`src/rtl/program_loader_pkg.sv`:
```
// Shared types and constants for the program loader.
// Optional checksum feature: LOADER_CHECKSUM_EN (see program_loader.sv).
package loader_pkg;

  // Loader sequencing states; CHECK and ERROR are only reachable with the
  // checksum feature built in.
  typedef enum logic [2:0] {
    IDLE   = 3'd0,
    LEN_LO = 3'd1,
    LEN_HI = 3'd2,
    BYTES  = 3'd3,
    WRITE  = 3'd4,
    CHECK  = 3'd5,
    DONE   = 3'd6,
    ERROR  = 3'd7
  } loader_state_t;

  localparam int BYTES_PER_WORD = 4;
  localparam int WORD_W         = 32;
  localparam int LEN_W          = 16;

endpackage

```
`src/rtl/program_loader_if.sv`:
```
// Byte-stream input, RAM write port and core-control outputs of the loader.
//
// Handshake: a byte transfers on a rising clock edge where i_byte_valid and
// o_byte_ready are both 1. The source holds i_byte stable while i_byte_valid
// is 1 and the byte has not yet transferred; ready never depends on valid.
// o_ram_set is a one-cycle write strobe with o_ram_addr/o_ram_data stable in
// that same cycle; the RAM write port has no back-pressure.
interface program_loader_if #(
  parameter int ADDR_W = 16,
  parameter int DATA_W = 32
);
  logic              i_start;
  logic              i_byte_valid;
  logic [7:0]        i_byte;
  logic              o_byte_ready;
  logic [ADDR_W-1:0] o_ram_addr;
  logic [DATA_W-1:0] o_ram_data;
  logic              o_ram_set;
  logic              o_cpu_reset;
  logic              o_done;
  logic              o_error;

  // Byte source / system side.
  modport master (
    output i_start, i_byte_valid, i_byte,
    input  o_byte_ready, o_ram_addr, o_ram_data, o_ram_set,
           o_cpu_reset, o_done, o_error
  );

  // Loader side.
  modport slave (
    input  i_start, i_byte_valid, i_byte,
    output o_byte_ready, o_ram_addr, o_ram_data, o_ram_set,
           o_cpu_reset, o_done, o_error
  );
endinterface

```
`src/rtl/program_loader_byte_assembler.sv`:
```
// Packs four accepted bytes, first byte into the MSB, into one 32-bit word.
// The completed word is presented combinationally alongside the 4th byte so
// the loader can register it on the same edge the byte is accepted.
module byte_assembler
  import loader_pkg::*;
(
  input  logic              i_clk,
  input  logic              i_reset_n,
  input  logic              i_clear,
  input  logic              i_valid,
  input  logic [7:0]        i_byte,
  output logic [WORD_W-1:0] o_word,
  output logic              o_word_valid
);

  logic [1:0]        cnt_q;
  logic [WORD_W-1:0] shift_q;

  // Earlier bytes move up one lane, the new byte enters at [7:0].
  assign o_word       = {shift_q[WORD_W-9:0], i_byte};
  assign o_word_valid = i_valid && (cnt_q == 2'd3);

  // Byte counter and shift register; the counter wraps to 0 after each word.
  always_ff @(posedge i_clk or negedge i_reset_n) begin
    if (!i_reset_n) begin
      cnt_q   <= 2'd0;
      shift_q <= '0;
    end else if (i_clear) begin
      cnt_q   <= 2'd0;
      shift_q <= '0;
    end else if (i_valid) begin
      cnt_q   <= cnt_q + 2'd1;
      shift_q <= o_word;
    end
  end

endmodule

```
`src/rtl/program_loader.sv`:
```
// Program loader: receives a length-prefixed byte image, writes 32-bit words
// into program RAM from address 0 and holds the core in reset until done.
// Build option: define LOADER_CHECKSUM_EN to require a trailing XOR checksum
// byte over the payload; a mismatch parks the loader in ERROR.
module program_loader
  import loader_pkg::*;
#(
  parameter int ADDR_W = 16,
  parameter int DATA_W = 32
) (
  input  logic          i_clk,
  input  logic          i_reset_n,
  program_loader_if.slave bus,
  output loader_state_t o_dbg_state
);

  loader_state_t     state_q;
  logic              byte_ready_q;
  logic [ADDR_W-1:0] ram_addr_q;
  logic [DATA_W-1:0] ram_data_q;
  logic              ram_set_q;
  logic              cpu_reset_q;
  logic              done_q;
  logic [7:0]        len_lo_q;
  logic [LEN_W-1:0]  rem_q;      // words still to be written, including current
`ifdef LOADER_CHECKSUM_EN
  logic              error_q;
  logic [7:0]        csum_q;     // running XOR of payload bytes
`endif

  logic              fire;
  logic              restart;
  logic              asm_valid;
  logic [WORD_W-1:0] asm_word;
  logic              asm_word_valid;
  logic [LEN_W-1:0]  len_word;

  assign fire      = bus.i_byte_valid && byte_ready_q;
  assign restart   = bus.i_start &&
                     (state_q == IDLE || state_q == DONE || state_q == ERROR);
  assign asm_valid = fire && (state_q == BYTES);
  assign len_word  = {bus.i_byte, len_lo_q};

  byte_assembler u_asm (
    .i_clk        (i_clk),
    .i_reset_n    (i_reset_n),
    .i_clear      (restart),
    .i_valid      (asm_valid),
    .i_byte       (bus.i_byte),
    .o_word       (asm_word),
    .o_word_valid (asm_word_valid)
  );

  // Loader sequencing with all outputs registered alongside the state.
  always_ff @(posedge i_clk or negedge i_reset_n) begin
    if (!i_reset_n) begin
      state_q      <= IDLE;
      byte_ready_q <= 1'b0;
      ram_addr_q   <= '0;
      ram_data_q   <= '0;
      ram_set_q    <= 1'b0;
      cpu_reset_q  <= 1'b1;
      done_q       <= 1'b0;
      len_lo_q     <= '0;
      rem_q        <= '0;
`ifdef LOADER_CHECKSUM_EN
      error_q      <= 1'b0;
      csum_q       <= '0;
`endif
    end else begin
      ram_set_q <= 1'b0;
      case (state_q)
        IDLE, DONE, ERROR: begin
          if (bus.i_start) begin
            state_q      <= LEN_LO;
            byte_ready_q <= 1'b1;
            cpu_reset_q  <= 1'b1;
            done_q       <= 1'b0;
            ram_addr_q   <= '0;
`ifdef LOADER_CHECKSUM_EN
            error_q      <= 1'b0;
            csum_q       <= '0;
`endif
          end
        end

        LEN_LO: begin
          if (fire) begin
            len_lo_q <= bus.i_byte;
            state_q  <= LEN_HI;
          end
        end

        LEN_HI: begin
          if (fire) begin
            rem_q <= len_word;
            if (len_word == '0) begin
`ifdef LOADER_CHECKSUM_EN
              // An empty image still carries a checksum byte (0x00).
              state_q      <= CHECK;
`else
              state_q      <= DONE;
              byte_ready_q <= 1'b0;
              cpu_reset_q  <= 1'b0;
              done_q       <= 1'b1;
`endif
            end else begin
              state_q <= BYTES;
            end
          end
        end

        BYTES: begin
          if (fire) begin
`ifdef LOADER_CHECKSUM_EN
            csum_q <= csum_q ^ bus.i_byte;
`endif
            if (asm_word_valid) begin
              ram_data_q   <= asm_word;
              ram_set_q    <= 1'b1;
              byte_ready_q <= 1'b0;
              state_q      <= WRITE;
            end
          end
        end

        WRITE: begin
          // Address advances after the strobe; wraps naturally at 2^ADDR_W.
          ram_addr_q <= ram_addr_q + ADDR_W'(1);
          rem_q      <= rem_q - LEN_W'(1);
          if (rem_q == LEN_W'(1)) begin
`ifdef LOADER_CHECKSUM_EN
            state_q      <= CHECK;
            byte_ready_q <= 1'b1;
`else
            state_q      <= DONE;
            cpu_reset_q  <= 1'b0;
            done_q       <= 1'b1;
`endif
          end else begin
            state_q      <= BYTES;
            byte_ready_q <= 1'b1;
          end
        end

        CHECK: begin
`ifdef LOADER_CHECKSUM_EN
          if (fire) begin
            byte_ready_q <= 1'b0;
            if (bus.i_byte == csum_q) begin
              state_q     <= DONE;
              cpu_reset_q <= 1'b0;
              done_q      <= 1'b1;
            end else begin
              state_q <= ERROR;
              error_q <= 1'b1;
            end
          end
`else
          state_q      <= IDLE;
          byte_ready_q <= 1'b0;
`endif
        end

        default: begin
          state_q      <= IDLE;
          byte_ready_q <= 1'b0;
        end
      endcase
    end
  end

  assign bus.o_byte_ready = byte_ready_q;
  assign bus.o_ram_addr   = ram_addr_q;
  assign bus.o_ram_data   = ram_data_q;
  assign bus.o_ram_set    = ram_set_q;
  assign bus.o_cpu_reset  = cpu_reset_q;
  assign bus.o_done       = done_q;
`ifdef LOADER_CHECKSUM_EN
  assign bus.o_error      = error_q;
`else
  assign bus.o_error      = 1'b0;
`endif
  assign o_dbg_state      = state_q;

endmodule
```
`src/flat_wrapper.sv`:
```
// flat-port wrapper written by rule: the top's interface ports become plain ports
module program_loader_flat import loader_pkg::*;
#(
  parameter int ADDR_W = 16,
  parameter int DATA_W = 32
)
  (i_clk, i_reset_n, o_dbg_state, bus_i_start, bus_i_byte_valid, bus_i_byte, bus_o_byte_ready, bus_o_ram_addr, bus_o_ram_data, bus_o_ram_set, bus_o_cpu_reset, bus_o_done, bus_o_error);
  program_loader_if #(.ADDR_W(ADDR_W), .DATA_W(DATA_W)) bus_i ();
  input  logic i_clk;
  input  logic i_reset_n;
  output loader_state_t o_dbg_state;
  input wire logic [$bits(bus_i.i_start)-1:0] bus_i_start;
  input wire logic [$bits(bus_i.i_byte_valid)-1:0] bus_i_byte_valid;
  input wire logic [$bits(bus_i.i_byte)-1:0] bus_i_byte;
  output wire logic [$bits(bus_i.o_byte_ready)-1:0] bus_o_byte_ready;
  output wire logic [$bits(bus_i.o_ram_addr)-1:0] bus_o_ram_addr;
  output wire logic [$bits(bus_i.o_ram_data)-1:0] bus_o_ram_data;
  output wire logic [$bits(bus_i.o_ram_set)-1:0] bus_o_ram_set;
  output wire logic [$bits(bus_i.o_cpu_reset)-1:0] bus_o_cpu_reset;
  output wire logic [$bits(bus_i.o_done)-1:0] bus_o_done;
  output wire logic [$bits(bus_i.o_error)-1:0] bus_o_error;
  assign bus_i.i_start = bus_i_start;
  assign bus_i.i_byte_valid = bus_i_byte_valid;
  assign bus_i.i_byte = bus_i_byte;
  assign bus_o_byte_ready = bus_i.o_byte_ready;
  assign bus_o_ram_addr = bus_i.o_ram_addr;
  assign bus_o_ram_data = bus_i.o_ram_data;
  assign bus_o_ram_set = bus_i.o_ram_set;
  assign bus_o_cpu_reset = bus_i.o_cpu_reset;
  assign bus_o_done = bus_i.o_done;
  assign bus_o_error = bus_i.o_error;
  program_loader #(.ADDR_W(ADDR_W), .DATA_W(DATA_W)) u_core (.i_clk(i_clk), .i_reset_n(i_reset_n), .bus(bus_i), .o_dbg_state(o_dbg_state));
endmodule
```
`config.mk`:
```
export PLATFORM = sky130hd
export DESIGN_NAME = program_loader_flat
export DESIGN_NICKNAME = d
export VERILOG_FILES = /design/src/rtl/program_loader_pkg.sv /design/src/rtl/program_loader_if.sv /design/src/rtl/program_loader_byte_assembler.sv /design/src/rtl/program_loader.sv /design/src/flat_wrapper.sv
export SDC_FILE = /design/constraint.sdc
export NUM_CORES = 1
export LEC_CHECK = 0
export ABC_AREA = 1
export CORE_AREA = 4 4 99 124
export DETAILED_ROUTE_END_ITERATION = 6
export DIE_AREA = 0 0 103 128
export HOLD_SLACK_MARGIN = 0.05
export PLACE_DENSITY = 0.67
export REMOVE_ABC_BUFFERS = 1
export SYNTH_ARGS = -nofsm -noshare
export SYNTH_HDL_FRONTEND = slang
export SYNTH_SLANG_ARGS = --single-unit
```
`constraint.sdc`:
```
create_clock -name i_clk -period 3.15 [get_ports i_clk]
set_input_delay 0.7875 -clock i_clk [delete_from_list [all_inputs] [get_ports i_clk]]
set_output_delay 0.7875 -clock i_clk [all_outputs]
set_load 0.005 [all_outputs]
```
==> out/summary.txt <==
Power Total: 4290 uW
worst slew pin tran: 0.927 ns
Antenna diodes: 0
synth warn: 0
antenna-violating nets left: 0
most used cell, CP: a21oi_1
LEAKAGE: 0.00262 uW
Netlist cell types: 35
CTS Buf Count: 9
Filler cells: 1,017
Layout area overhead: 21.2%
root buffer cell: clkbuf_16
Die Span X: 103 um
Rel. slew slack: 38.1%
Layout Nets: 664
Die H: 128 um
Setup WS pre-CTS: 0.452 ns
design area: 0.00594 mm2
Final Wtd Congestion: 0.867
Mean Syn Cell Area: 8.32 um2
synthesized flop and latch total: 105
CTS tree: yes
critical path fanouts, max: 17
setup tns final: 0 ns
Detailed Place HPWL: 8.01 mm
period utilisation layout: 74.5%
All-Layer GR Usage: 18.2%
clk_lat worst skew: 0.35 ns
unrepaired setup endpoints after global routing: no
Post-CTS Resized: 0
via count: 4,132
PortBufs: 66
maximum operating frequency: 426 MHz
crit path DAT: 2.58 ns
Hold/Removal Path Class: input pin to async pin
CTS sink count: 105
CP Cell Sequence: clkdlybuf4s50_1 -> nand2_1 -> inv_1 -> a21oi_2 -> inv_2 -> a21oi_1 -> a21oi_1
Initial Util: 44.2%
Tmin final: 2.35 ns
grt ovf: 0
Final Hold Vio Count: 0
vias in the first global route: 3,861
Setup Crit Path Kind: input pin to flop
H-Tree Depth: 3
drt wl/cell: 14.5 um
register area share after synthesis: 53.6%
die area: 0.0132 mm2
Fin Clk Skew: 0.00930 ns
Reg clk slew, reported paths: 0.08 ns
nature of the critical path endpoint: flop
status: complete, no violations
initial DRC count: 265
area of the core: 0.0111 mm2
Setup Fix Bufs, Post-CTS: 0
Mapped Cells: 589
max_cap viols: 0
WP data required: 3.38 ns
site row count: 43
final WL: 11.4 mm
delay of the slowest cell on the worst path: 0.61 ns
clk buf depth: 2
slowest CP cell: a21oi_2
1st-pass router iterations: 5
largest net degree at the start of global routing: 65
initial antenna violation count: 0
critical path startpoint category: input pin
via/cell ratio: 5.24
Setup violations, final: 0
fraction of layout cells with a size suffix above 1: 6.13%
worst vdd ir: 0.000359 V
DRC viols: 0
worst setup margin: 0.804 ns
cell area power density: 723 mW/mm2
mapped cell area: 0.00490 mm2
first-pass GRT wire length: 19.0 mm
fin. max-slew vios: 0
io pins: 68
Hold Buf Count CTS: 0
Post-Place Cell Area: 0.00563 mm2
## critical path: cells and delay by family
kind	cells	cell delay, ns
simple gates	1	0.12
compound gates	3	0.86
buf+inv	3	0.80
## cell type report
class	count	area [um2]	area share, %
inverter	67	254	4.27
clock buffer	10	239	4.02
multi-input combinational	396	1880	31.7
tap	135	169	2.84
sequential	105	2630	44.2
timing repair buffer	69	693	11.7
clock inverter	6	73.8	1.24
## cell usage after synthesis
cell,count,share of area (%)
nand2_1,143,11
dfrtp_1,104,53
inv_1,62,4.7
nor2_1,55,4.2
o21ai_0,50,5.1
nand3_1,30,3.1
o21ai_1,27,2.8
o22ai_1,26,3.3
a21oi_1,24,2.5
buf_2,11,1.1
nand4_1,8,1.0
nor2_2,5,0.64
buf_6,4,0.92
ha_1,4,1.0
inv_2,4,0.31
clkbuf_2,3,0.31
nand2_4,3,0.69
nor3_1,3,0.31
nor3_2,3,0.61
xor2_1,3,0.54
a31oi_1,2,0.26
buf_4,2,0.31
a21oi_2,1,0.18
a22oi_1,1,0.15
and2_1,1,0.13
clkbuf_1,1,0.077
conb_1,1,0.077
dfstp_2,1,0.54
inv_4,1,0.13
nand2_2,1,0.13
nand3b_1,1,0.15
nor2_4,1,0.23
o211ai_1,1,0.15
o21a_1,1,0.15
o31ai_1,1,0.15
## state kept, by name (all words and copies together), names as in the netlist
| register | flops |
|---|---|
| u_core.bus.o_ram_data | 32 |
| u_core.u_asm.shift_q | 24 |
| u_core.bus.o_ram_addr | 16 |
| u_core.rem_q | 16 |
| u_core.len_lo_q | 8 |
| u_core.o_dbg_state | 3 |
| u_core.u_asm.cnt_q | 2 |
| u_core.bus.o_byte_ready | 1 |
| u_core.bus.o_cpu_reset | 1 |
| u_core.bus.o_done | 1 |
| u_core.bus.o_ram_set | 1 |
## cells in the final DEF (no fill, tap or decap), types with 4 or more instances in the layout
cell / instances
a21oi_1: 24
clkbuf_16: 9
clkdlybuf4s50_1: 65
dfrtp_1: 104
ha_1: 4
inv_1: 62
inv_2: 4
nand2_1: 143
nand3_1: 30
nand4_1: 8
nor2_1: 55
nor2_2: 5
o21ai_0: 50
o21ai_1: 27
o22ai_1: 26
## routing by layer
| layer | GRT usage, % | vias up | part of all wire [%] |
|---|---|---|---|
| li1 | - | 2043 | - |
| met1 | 25.5 | 1952 | 45 |
| met2 | 28.2 | 118 | 48 |
| met3 | 3.59 | 19 | 5.1 |
| met4 | 6.33 | 0 | 2.1 |
| met5 | 0 | - | 0 |
## worst paths after layout
| check | start | endpoint | slack (ns) | cells past startpoint |
|---|---|---|---|---|
| max | bus_i_byte_valid | u_core.rem_q[4] | 0.80 | 7 |
| min | i_reset_n | u_core.bus.o_ram_data[29] | 0.40 | 1 |
| max reg2reg | u_core.o_dbg_state[1] | u_core.rem_q[4] | 1.13 | 6 |
| min reg2reg | u_core.bus.o_cpu_reset | u_core.bus.o_cpu_reset | 0.46 | 2 |
| max in group asynchronous | i_reset_n | u_core.bus.o_cpu_reset | 1.97 | 2 |
| min in group i_clk | u_core.bus.o_cpu_reset | u_core.bus.o_cpu_reset | 0.46 | 2 |
## report_power, final
part / internal (uW) / leakage [uW] / switching (uW) / total, uW
logic: 460 / 0.00105 / 827 / 1290
registers: 1620 / 0.00142 / 216 / 1830
clock network: 648 / 0.000154 / 525 / 1170
total: 2730 / 0.00262 / 1570 / 4290
## cells by family (layout without fill, tap and decap cells)
kind of cell / Yosys count / after routing / synth area share [%]
and+or+nand+nor: 254 / 254 / 22.1
AOI/OAI and AO/OA: 134 / 134 / 14.7
DFF: 105 / 105 / 53.6
buffers and inverters: 88 / 152 / 7.91
adders and majority gates: 4 / 4 / 1.02
xor gates and xnor gates: 3 / 3 / 0.536
other: 1 / 1 / 0.0765
## through the flow
| step | hold WS, ns | cells | util (%) |
|---|---|---|---|
| after global placement | 0.452 | 772 | 50.8 |
| after global routing | 0.450 | 788 | 53.6 |
| after detailed placement | 0.453 | 772 | 50.8 |
| after floorplan | 0.453 | 568 | - |
| final | 0.405 | 788 | 53.6 |
| after CTS | 0.427 | 788 | 53.6 |
No activity file was read; power rests on OpenSTA's default activity.
